<file path="src/rtl/mips_pkg.sv">
// rtl/mips_pkg.sv - shared constants and types for the multi-cycle MIPS main control
package mips_pkg;

  // FSM state encodings; the numeric values are visible on the debug state port
  typedef enum logic [3:0] {
    S_FETCH     = 4'd0,
    S_DECODE    = 4'd1,
    S_MEM_ADDR  = 4'd2,
    S_MEM_READ  = 4'd3,
    S_MEM_WB    = 4'd4,
    S_MEM_WRITE = 4'd5,
    S_EXECUTE   = 4'd6,
    S_ALU_WB    = 4'd7,
    S_BRANCH    = 4'd8,
    S_JUMP      = 4'd9,
    S_IMM_EXEC  = 4'd10,
    S_IMM_WB    = 4'd11,
    S_JR        = 4'd12,
    S_JAL       = 4'd13,
    S_FAULT     = 4'd14
  } state_t;

  // Opcodes, instruction[15:12]
  localparam logic [3:0] OP_RTYPE = 4'b0000;
  localparam logic [3:0] OP_LW    = 4'b0001;
  localparam logic [3:0] OP_SW    = 4'b0010;
  localparam logic [3:0] OP_BEQ   = 4'b0011;
  localparam logic [3:0] OP_ADDI  = 4'b0100;
  localparam logic [3:0] OP_J     = 4'b0101;
  localparam logic [3:0] OP_OP4I  = 4'b0110;
  localparam logic [3:0] OP_JAL   = 4'b0111;

  // R-type funct value that turns the instruction into a register jump
  localparam logic [3:0] FUNCT_JR = 4'b1000;

  // ALUOp encodings consumed by the ALU control decoder
  localparam logic [1:0] ALU_ADD   = 2'b11;
  localparam logic [1:0] ALU_SUB   = 2'b01;
  localparam logic [1:0] ALU_OP4   = 2'b10;
  localparam logic [1:0] ALU_FUNCT = 2'b00;

  // ALU B operand select
  localparam logic [1:0] SRCB_REGB = 2'b00;
  localparam logic [1:0] SRCB_ONE  = 2'b01;
  localparam logic [1:0] SRCB_IMM  = 2'b10;

  // PC source select
  localparam logic [1:0] PCSRC_ALU    = 2'b00;
  localparam logic [1:0] PCSRC_ALUOUT = 2'b01;
  localparam logic [1:0] PCSRC_JUMP   = 2'b10;
  localparam logic [1:0] PCSRC_REGA   = 2'b11;

  // Fault codes
  localparam logic [1:0] FAULT_NONE    = 2'b00;
  localparam logic [1:0] FAULT_ILLEGAL = 2'b01;
  localparam logic [1:0] FAULT_TIMEOUT = 2'b10;

  // States that wait on the memory ready handshake
  function automatic logic is_mem_wait_state(state_t s);
    return (s == S_FETCH) || (s == S_MEM_READ) || (s == S_MEM_WRITE);
  endfunction

endpackage

</file>
<file path="src/rtl/mips_mem_wait.sv">
// rtl/mips_mem_wait.sv - bounded wait counter for memory ready handshakes
module mips_mem_wait #(
  parameter int MEM_TIMEOUT = 16
) (
  input  logic clk,
  input  logic reset,
  input  logic start,
  input  logic busy,
  input  logic mem_ready,
  output logic timeout
);

  // The limit is checked against the count before this cycle's increment, so
  // timeout fires on the MEM_TIMEOUT-th consecutive cycle without mem_ready.
  localparam logic [7:0] LIMIT = 8'(MEM_TIMEOUT - 1);

  logic [7:0] wait_cnt;

  // Clear on entry to a waiting state, count every cycle the access stalls
  always_ff @(posedge clk or posedge reset) begin
    if (reset) begin
      wait_cnt <= 8'd0;
    end else if (start) begin
      wait_cnt <= 8'd0;
    end else if (busy && !mem_ready) begin
      wait_cnt <= wait_cnt + 8'd1;
    end
  end

  // A ready in the limit cycle completes the access instead of faulting
  assign timeout = busy && !mem_ready && (wait_cnt == LIMIT);

endmodule

</file>
<file path="src/rtl/mips_main_control.sv">
// rtl/mips_main_control.sv - multi-cycle main control FSM; JAL gated by MIPS_CTRL_JAL_EN
module mips_main_control
  import mips_pkg::*;
#(
  parameter int MEM_TIMEOUT = 16
) (
  input  logic       clk,
  input  logic       reset,
  input  logic [3:0] opcode,
  input  logic [3:0] funct,
  input  logic       mem_ready,
  output logic       pc_write,
  output logic       pc_write_cond,
  output logic       ir_write,
  output logic       reg_write,
  output logic       mem_read,
  output logic       mem_write,
  output logic       i_or_d,
  output logic       mem_to_reg,
  output logic       reg_dst,
  output logic       alu_src_a,
  output logic [1:0] alu_src_b,
  output logic [1:0] pc_source,
  output logic [1:0] alu_op,
  output logic       fault,
  output logic [1:0] fault_code,
  output logic [3:0] state
);

  state_t     state_q;
  state_t     state_d;
  logic [3:0] op_q;
  logic [1:0] fault_code_d;
  logic       enter_fault;
  logic       wait_start;
  logic       wait_busy;
  logic       timeout;

  assign wait_busy  = is_mem_wait_state(state_q);
  assign wait_start = (state_d != state_q) && is_mem_wait_state(state_d);

  mips_mem_wait #(
    .MEM_TIMEOUT(MEM_TIMEOUT)
  ) u_mem_wait (
    .clk      (clk),
    .reset    (reset),
    .start    (wait_start),
    .busy     (wait_busy),
    .mem_ready(mem_ready),
    .timeout  (timeout)
  );

  // Next-state selection and the fault cause that goes with entering FAULT
  always_comb begin
    state_d      = state_q;
    fault_code_d = FAULT_NONE;
    case (state_q)
      S_FETCH: begin
        if (mem_ready) begin
          state_d = S_DECODE;
        end else if (timeout) begin
          state_d      = S_FAULT;
          fault_code_d = FAULT_TIMEOUT;
        end
      end
      S_DECODE: begin
        case (opcode)
          OP_RTYPE: state_d = (funct == FUNCT_JR) ? S_JR : S_EXECUTE;
          OP_LW,
          OP_SW:    state_d = S_MEM_ADDR;
          OP_BEQ:   state_d = S_BRANCH;
          OP_ADDI,
          OP_OP4I:  state_d = S_IMM_EXEC;
          OP_J:     state_d = S_JUMP;
`ifdef MIPS_CTRL_JAL_EN
          OP_JAL:   state_d = S_JAL;
`endif
          default: begin
            state_d      = S_FAULT;
            fault_code_d = FAULT_ILLEGAL;
          end
        endcase
      end
      S_MEM_ADDR: state_d = (op_q == OP_SW) ? S_MEM_WRITE : S_MEM_READ;
      S_MEM_READ: begin
        if (mem_ready) begin
          state_d = S_MEM_WB;
        end else if (timeout) begin
          state_d      = S_FAULT;
          fault_code_d = FAULT_TIMEOUT;
        end
      end
      S_MEM_WRITE: begin
        if (mem_ready) begin
          state_d = S_FETCH;
        end else if (timeout) begin
          state_d      = S_FAULT;
          fault_code_d = FAULT_TIMEOUT;
        end
      end
      S_MEM_WB:   state_d = S_FETCH;
      S_EXECUTE:  state_d = S_ALU_WB;
      S_ALU_WB:   state_d = S_FETCH;
      S_BRANCH:   state_d = S_FETCH;
      S_JUMP:     state_d = S_FETCH;
      S_IMM_EXEC: state_d = S_IMM_WB;
      S_IMM_WB:   state_d = S_FETCH;
      S_JR:       state_d = S_FETCH;
      S_JAL:      state_d = S_FETCH;
      S_FAULT:    state_d = S_FAULT;
      default:    state_d = S_FETCH;
    endcase
  end

  assign enter_fault = (state_d == S_FAULT) && (state_q != S_FAULT);

  // State register, opcode capture in DECODE and sticky first-fault record
  always_ff @(posedge clk or posedge reset) begin
    if (reset) begin
      state_q    <= S_FETCH;
      op_q       <= 4'd0;
      fault      <= 1'b0;
      fault_code <= FAULT_NONE;
    end else begin
      state_q <= state_d;
      if (state_q == S_DECODE) begin
        op_q <= opcode;
      end
      if (enter_fault) begin
        fault      <= 1'b1;
        fault_code <= fault_code_d;
      end
    end
  end

  assign state = state_q;

  // Moore output decode; write enables are forced low while reset is held
  always_comb begin
    pc_write      = 1'b0;
    pc_write_cond = 1'b0;
    ir_write      = 1'b0;
    reg_write     = 1'b0;
    mem_read      = 1'b0;
    mem_write     = 1'b0;
    i_or_d        = 1'b0;
    mem_to_reg    = 1'b0;
    reg_dst       = 1'b0;
    alu_src_a     = 1'b0;
    alu_src_b     = SRCB_REGB;
    pc_source     = PCSRC_ALU;
    alu_op        = ALU_FUNCT;
    case (state_q)
      S_FETCH: begin
        mem_read  = 1'b1;
        alu_src_b = SRCB_ONE;
        alu_op    = ALU_ADD;
        pc_source = PCSRC_ALU;
        ir_write  = mem_ready;
        pc_write  = mem_ready;
      end
      S_DECODE: begin
        alu_src_b = SRCB_IMM;
        alu_op    = ALU_ADD;
      end
      S_MEM_ADDR: begin
        alu_src_a = 1'b1;
        alu_src_b = SRCB_IMM;
        alu_op    = ALU_ADD;
      end
      S_MEM_READ: begin
        mem_read = 1'b1;
        i_or_d   = 1'b1;
      end
      S_MEM_WB: begin
        reg_write  = 1'b1;
        mem_to_reg = 1'b1;
      end
      S_MEM_WRITE: begin
        mem_write = 1'b1;
        i_or_d    = 1'b1;
      end
      S_EXECUTE: begin
        alu_src_a = 1'b1;
        alu_src_b = SRCB_REGB;
        alu_op    = ALU_FUNCT;
      end
      S_ALU_WB: begin
        reg_write = 1'b1;
        reg_dst   = 1'b1;
      end
      S_BRANCH: begin
        alu_src_a     = 1'b1;
        alu_src_b     = SRCB_REGB;
        alu_op        = ALU_SUB;
        pc_write_cond = 1'b1;
        pc_source     = PCSRC_ALUOUT;
      end
      S_JUMP: begin
        pc_write  = 1'b1;
        pc_source = PCSRC_JUMP;
      end
      S_IMM_EXEC: begin
        alu_src_a = 1'b1;
        alu_src_b = SRCB_IMM;
        alu_op    = (op_q == OP_OP4I) ? ALU_OP4 : ALU_ADD;
      end
      S_IMM_WB: begin
        reg_write = 1'b1;
      end
      S_JR: begin
        pc_write  = 1'b1;
        pc_source = PCSRC_REGA;
      end
`ifdef MIPS_CTRL_JAL_EN
      S_JAL: begin
        // Link PC into r7 via the datapath link mux while jumping
        pc_write  = 1'b1;
        pc_source = PCSRC_JUMP;
        reg_write = 1'b1;
      end
`endif
      default: ;
    endcase
    if (reset) begin
      pc_write      = 1'b0;
      pc_write_cond = 1'b0;
      ir_write      = 1'b0;
      reg_write     = 1'b0;
      mem_write     = 1'b0;
    end
  end

endmodule

</file>
<file path="config.mk">
export PLATFORM = sky130hd
export DESIGN_NAME = mips_main_control
export DESIGN_NICKNAME = d
export VERILOG_FILES = /design/src/rtl/mips_pkg.sv /design/src/rtl/mips_mem_wait.sv /design/src/rtl/mips_main_control.sv
export SDC_FILE = /design/constraint.sdc
export NUM_CORES = 1
export LEC_CHECK = 0
export BUFFER_PORTS_ARGS = -buffer_cell sky130_fd_sc_hd__buf_2
export CAP_MARGIN = 30
export CORE_ASPECT_RATIO = 1.4
export CORE_MARGIN = 2
export CORE_UTILIZATION = 53
export CTS_CLUSTER_SIZE = 20
export DETAILED_ROUTE_END_ITERATION = 7
export GPL_ROUTABILITY_DRIVEN = 0
export HOLD_SLACK_MARGIN = 0.03
export PLACE_DENSITY = 0.79
export SETUP_SLACK_MARGIN = 0.05
export SKIP_CTS_REPAIR_TIMING = 1
export SLEW_MARGIN = 20
export SYNTH_ARGS = -nofsm -noshare
export SYNTH_HDL_FRONTEND = slang
export SYNTH_SLANG_ARGS = --single-unit
</file>
<file path="constraint.sdc">
create_clock -name clk -period 3 [get_ports clk]
set_clock_uncertainty 0.05 [all_clocks]
set_input_delay 0.6 -clock clk [delete_from_list [all_inputs] [get_ports clk]]
set_output_delay 0.6 -clock clk [all_outputs]
set_load 0.03 [all_outputs]
</file>
==> results of run 1 <==
==> cell families (layout without fill, tap and decap cells) <==
logic type               count (synthesis)  after routing  synth area share, %
AND/OR/NAND/NOR                         67             67                 27.7
AO/OA/AOI/OAI                           37             37                 22.6
flip-flops                              19             19                 34.4
buffers and inverters                   17             48                 5.53
XOR/XNOR                                12             12                 8.15
adder cells (fa/ha/maj)                  1              1                0.906
multiplexers                             1              1                0.725
==> through the flow <==
| step | instance area, sq um | hold slack (ns) | instances | setup WS [ns] |
|---|---|---|---|---|
| 3_3_place_gp | 1580 | 0.397 | 215 | 0.309 |
| 6_report | 1600 | 0.334 | 219 | 0.368 |
| 3_5_place_dp | 1580 | 0.399 | 215 | 0.250 |
| 2_1_floorplan | 1380 | 0.401 | 154 | 0.0662 |
| 4_1_cts | 1600 | 0.348 | 219 | 0.361 |
| 5_1_grt | 1600 | 0.379 | 219 | 0.241 |
==> synthesized netlist by cell type, types with 4 or more instances <==
cell type,n
nor2_1,13
a21oi_1,12
a31oi_1,4
dfrtp_1,19
inv_1,5
clkbuf_1,6
nor4b_1,4
nand2_1,16
nor3_1,4
a21o_1,4
and3_1,4
xor2_1,9
buf_2,4
==> layout make-up <==
| type | count | area [sq um] |
|---|---|---|
| clock buffer | 3 | 22.5 |
| tap | 34 | 42.5 |
| inverter | 5 | 18.8 |
| timing repair buffer | 39 | 210 |
| fill | 224 | 840 |
| multi-input combinational | 118 | 830 |
| sequential | 19 | 475 |
| clock inverter | 1 | 5.00 |
==> routing by layer <==
metal / wire (um) / up-vias / GRT usage [%]
li1: - / 630 / -
met2: 1640 / 37 / 37.8
met3: 93 / 5 / 2.54
met1: 1350 / 610 / 28.4
met5: 0 / - / 0
met4: 43 / 0 / 8.68
==> placed cells by master, fill, tap and decap left out, drive strengths merged, types with 2 or more instances in the layout <==
cell type	netlist	final
a31oi	4	4
nor2	13	13
nand2b	3	3
buf	6	39
xor2	9	9
a21oi	13	13
nor2b	2	2
nor3b	2	2
clkbuf	6	3
nor3	4	4
a211oi	2	2
or4b	2	2
nand3	3	3
dfrtp	19	19
nor4	3	3
nor4b	5	5
and3	4	4
a221oi	2	2
nand4	3	3
xnor2	3	3
inv	5	5
nand2	16	16
a21o	4	4
==> final timing paths <==
kind                                                            to  slack, ns  depth (start not counted)
worst max-delay path            u_mem_wait.wait_cnt[4]$_DFFE_PP0P_       0.37                          6
worst min-delay path                            state[2]$_DFF_PP0_       0.33                          3
worst max register to register  u_mem_wait.wait_cnt[4]$_DFFE_PP0P_       0.37                          6
worst min register to register                   fault$_DFFE_PP0P_       0.42                          1
max in group asynchronous                      op_q[3]$_DFFE_PP0P_       2.35                          3
min in group clk                                 fault$_DFFE_PP0P_       0.42                          1
==> flip-flops by register name, indices dropped and copies added (netlist names) <==
register             flops
state                    4
fault_code               2
op_q                     4
fault                    1
u_mem_wait.wait_cnt      8
==> critical path, stage by stage, from the launching register on <==
cell	delay, ns
dfrtp_1	0.59
or4b_1	0.70
a221oi_4	0.27
a221oi_2	0.10
xor2_1	0.16
a221o_1	0.49
a21oi_1	0.18
==> power breakdown <==
group / switching [uW] / internal [uW] / leakage (uW) / total (uW)
sequential: 118 / 331 / 0.000246 / 449
combinational: 827 / 449 / 0.000522 / 1280
clock: 82.4 / 49.7 / 0.0000177 / 132
==> qor.yml, run 1 <==
timing:
  hold_violations: 0
  finalSetupTns_ns: 0
  fmax_mhz: 380
  fin_crit_sh_pct: 87.7
  slew_headroom_pct: 64.5
  setup_viol: 0
  period_needed_ns: 2.63
  report.final.slew_viol_count: 0
  rsz0062_at_grt: "no"
  worst_slew_pin_slew_ns: 0.533
synthesis:
  yosysSeqAreaShare_pct: 34.4
  synth_edf_count: 0
  synth_top_area_share_pct: 34.4
  ys.flop_type: "dfrtp_1"
  ys_seq_elements: 19
  synthArstFlopShare_pct: 100
  syn_area_sq_um: 1380
  synth.net_count: 166
  syn-instance-count: 154
  synth.top_cells.by_area: "dfrtp_1, xor2_1, a21oi_1, nand2_1, nor2_1"
  yosysUniqueCellTypes: 50
  yosys.area.top_type: "dfrtp_1"
  synth.avg_cell_area_sq_um: 8.97
  synth_warnings: 0
global_route:
  grt_max_degree: 20
  grt_use_total_pct: 22.6
  grt_pass1_vias: 1168
  antenna_found_initial: 0
  grt_pass1_wl_mm: 5.04
  overflow: 0
worst_setup_path:
  cp-end-kind: "flop"
  critical_path_class: "reg2reg"
  critical_path_required_ns: 3.17
  critical_path_arrival_ns: 2.81
  r2r-start: "state[2]$_DFF_PP0_"
  worstSetupStartpoint: "state[2]$_DFF_PP0_"
  worstPathMaxFanout: 17
  start_kind: "flop"
cts:
  numCtsBuffers: 3
  cts_tree: "built"
  cts_buffer_depth: 2
  cts.clk_slew.worst_paths_ns: 0.12
  root_buffer: "clkbuf_4"
  insertion_delay_ns: 0.31
  cts_max_level: 1
  clock-sinks: 19
drt:
  via_per_inst: 5.85
  vias: 1282
  ant_nets: 0
  drt-initial-drc-count: 28
  drt_drc_violations_left: 0
  dr.pass1.iters: 4
  drt-total-wl_mm: 3.13
  wl_per_cell_um: 14.3
die:
  die_h_um: 64.4
  initial_core_util_pct: 56.5
  io_pins: 34
  dieArea_sq_um: 3040
  die_w_um: 47.1
  core_area_sq_um: 2440
  row_count: 21
pwr:
  p_per_area_nw_per_um2: 1160
  ir_drop_uv: 563
  power_uw: 1860
  leakagePower_uw: 0.000786
finish:
  diodes: 0
  syn_to_final_growth_pct: 16.1
  final_nets: 198
  final_util_pct: 65.6
  drive_gt1_share_pct: 28.6
status:
  outcome: "finished clean"
place:
  io_buffers: 33
  hpwl_mm: 2.40
worst_hold_path:
  hp-class: "in2async"
flow_run:
  drv_cap: 0
(Power assumes the default switching activity.)
==> run 2: changes to the inputs <==
CORE_MARGIN = 3   (was 2)
GPL_ROUTABILITY_DRIVEN = default   (was 0)
PLACE_DENSITY = 0.85   (was 0.79)
==> run 2 against run 1 <==
Compared with the run above: hold slack better by 0.0063 ns; sequential share of layout area unchanged; critical path depth unchanged; setup slack better by 0.018 ns; flip-flop and latch count stayed put; clock-buffer cell count is the same; combinational power about the same; cell count unchanged; core utilization is the same; fmax rose by 0.68%; critical endpoint is now u_mem_wait.wait_cnt[2]$_DFFE_PP0P_.
==> qor.yml, run 2 (synthesis gave the netlist of run 1 again) <==
worst_setup_path:
  critical_path_required_ns: 3.17  # about the same
  start_kind: "flop"  # unchanged
  cp-end-kind: "flop"  # unchanged
  worstPathMaxFanout: 14  # was 17
  critical_path_arrival_ns: 2.79  # was 2.81 ns
  critical_path_class: "reg2reg"  # unchanged
pwr:
  leakagePower_uw: 0.000786  # unchanged
  p_per_area_nw_per_um2: 1160  # about the same
  power_uw: 1860  # about the same
  ir_drop_uv: 621  # was 563 uV
die:
  io_pins: 34  # unchanged
  initial_core_util_pct: 56.5  # unchanged
  core_area_sq_um: 2440  # unchanged
  die_w_um: 49.1  # was 47.1 um
  dieArea_sq_um: 3260  # was 3040 sq um
  row_count: 21  # unchanged
  die_h_um: 66.4  # was 64.4 um
place:
  postPlaceCellArea_sq_um: 1580  # unchanged
  hpwl_mm: 2.45  # was 2.40 mm
  io_buffers: 33  # unchanged
  dp_slack_ns: 0.284  # was 0.250 ns
  gp_congestion: 0.921
finish:
  syn_to_final_growth_pct: 16.1  # unchanged
  drive_gt1_share_pct: 28.6  # unchanged
  seqCellArea_sq_um: 475  # unchanged
  final_common_cell: "buf_2"  # unchanged
  final_util_pct: 65.6  # unchanged
  final_nets: 198  # unchanged
  largest-register: "u_mem_wait.wait_cnt"  # unchanged
  multi_input_area_sq_um: 830  # unchanged
  largest_reg_flops: 8  # unchanged
  diodes: 0  # unchanged
  mostFrequentLayoutCells: "buf_2, dfrtp_1, nand2_1, nor2_1, a21oi_1"  # unchanged
  fillCellCount: 213  # was 224
  fin_area_sq_um: 1600  # unchanged
global_route:
  grt_pass1_vias: 1270  # was 1168
  overflow: 0  # unchanged
  grt_max_degree: 20  # unchanged
  grt_pass1_wl_mm: 5.58  # was 5.04 mm
  grt_use_total_pct: 21.6  # was 22.6%
  antenna_found_initial: 0  # unchanged
drt:
  drt-initial-drc-count: 44  # was 28
  via_per_inst: 6.01  # was 5.85
  wl_per_cell_um: 14.7  # was 14.3 um
  drt-total-wl_mm: 3.21  # was 3.13 mm
  vias: 1317  # was 1282
  drt_drc_violations_left: 0  # unchanged
  dr.pass1.iters: 4  # unchanged
  ant_nets: 0  # unchanged
timing:
  fin_crit_sh_pct: 87.1  # was 87.7%
  period_needed_ns: 2.61  # was 2.63 ns
  fmax_mhz: 383  # was 380 MHz
  post-route-worst-setup-slack_ns: 0.386  # was 0.368 ns
  slew_headroom_pct: 63.4  # was 64.5%
  setup_viol: 0  # unchanged
  worst_slew_pin_slew_ns: 0.548  # was 0.533 ns
  rsz0062_at_grt: "no"  # unchanged
  hold_violations: 0  # unchanged
  finalSetupTns_ns: 0  # unchanged
  report.final.slew_viol_count: 0  # unchanged
cts:
  numCtsBuffers: 3  # unchanged
  cts_tree: "built"  # unchanged
  cts_buffer_depth: 2  # unchanged
  clock-sinks: 19  # unchanged
  insertion_delay_ns: 0.29  # was 0.31 ns
  cts.clk_slew.worst_paths_ns: 0.10  # was 0.12 ns
  root_buffer: "clkbuf_4"  # unchanged
  cts_max_level: 1  # unchanged
worst_hold_path:
  hp-class: "in2async"  # unchanged
status:
  outcome: "finished clean"  # unchanged
flow_run:
  drv_cap: 0  # unchanged
==> run 2: cell counts in the layout (fill, tap and decap cells not counted) <==
Identical to the previous run, type by type.
==> run 2: worst paths after layout <==
| path | start | slack (ns) | cells past startpoint | to |
|---|---|---|---|---|
| setup / recovery | state[2]$_DFF_PP0_ | 0.39 | 6 | u_mem_wait.wait_cnt[2]$_DFFE_PP0P_ |
| hold / removal | reset | 0.34 | 3 | state[0]$_DFF_PP0_ |
| setup reg to reg | state[2]$_DFF_PP0_ | 0.39 | 6 | u_mem_wait.wait_cnt[2]$_DFFE_PP0P_ |
| hold reg to reg | fault$_DFFE_PP0P_ | 0.42 | 1 | fault$_DFFE_PP0P_ |
| max in group asynchronous | reset | 2.36 | 3 | state[2]$_DFF_PP0_ |
| min in group clk | fault$_DFFE_PP0P_ | 0.42 | 1 | fault$_DFFE_PP0P_ |
==> run 2: through the flow <==
step | hold WS (ns) | std cells
after global placement | 0.397 | 215
after global routing | 0.369 | 219
after CTS | 0.335 | 219
after detailed placement | 0.398 | 215
final | 0.341 | 219
after floorplan | 0.401 | 154
==> run 2: worst max-delay path: stages (launching register included) <==
cell and delay, ns:
dfrtp_1 0.59, or4b_1 0.71, a221oi_4 0.28, a221oi_2 0.10, xor2_1 0.16, a221o_1 0.48, a21oi_1 0.18
==> run 2: routing by layer <==
layer / up-vias / track usage [%] / share of wire [%]
met2: 45 / 37.8 / 51
li1: 635 / - / -
met5: - / 0 / 0
met1: 633 / 26.1 / 42
met3: 4 / 2.71 / 4.3
met4: 0 / 10.3 / 1.8
==> run 2: final cells by class <==
type	count	area share (%)
Inverter	5	1.17
Timing Repair Buffer	39	13.1
Clock inverter	1	0.312
Tap cell	34	2.65
Sequential cell	19	29.6
Clock buffer	3	1.40
Multi-Input combinational cell	118	51.7
==> run 2: power breakdown <==
group	total, uW	internal (uW)	switching (uW)	leakage, uW
Combinational	1280	448	836	0.000522
Clock	123	49.7	73.6	0.0000177
Sequential	452	331	122	0.000246
Total	1860	829	1030	0.000786
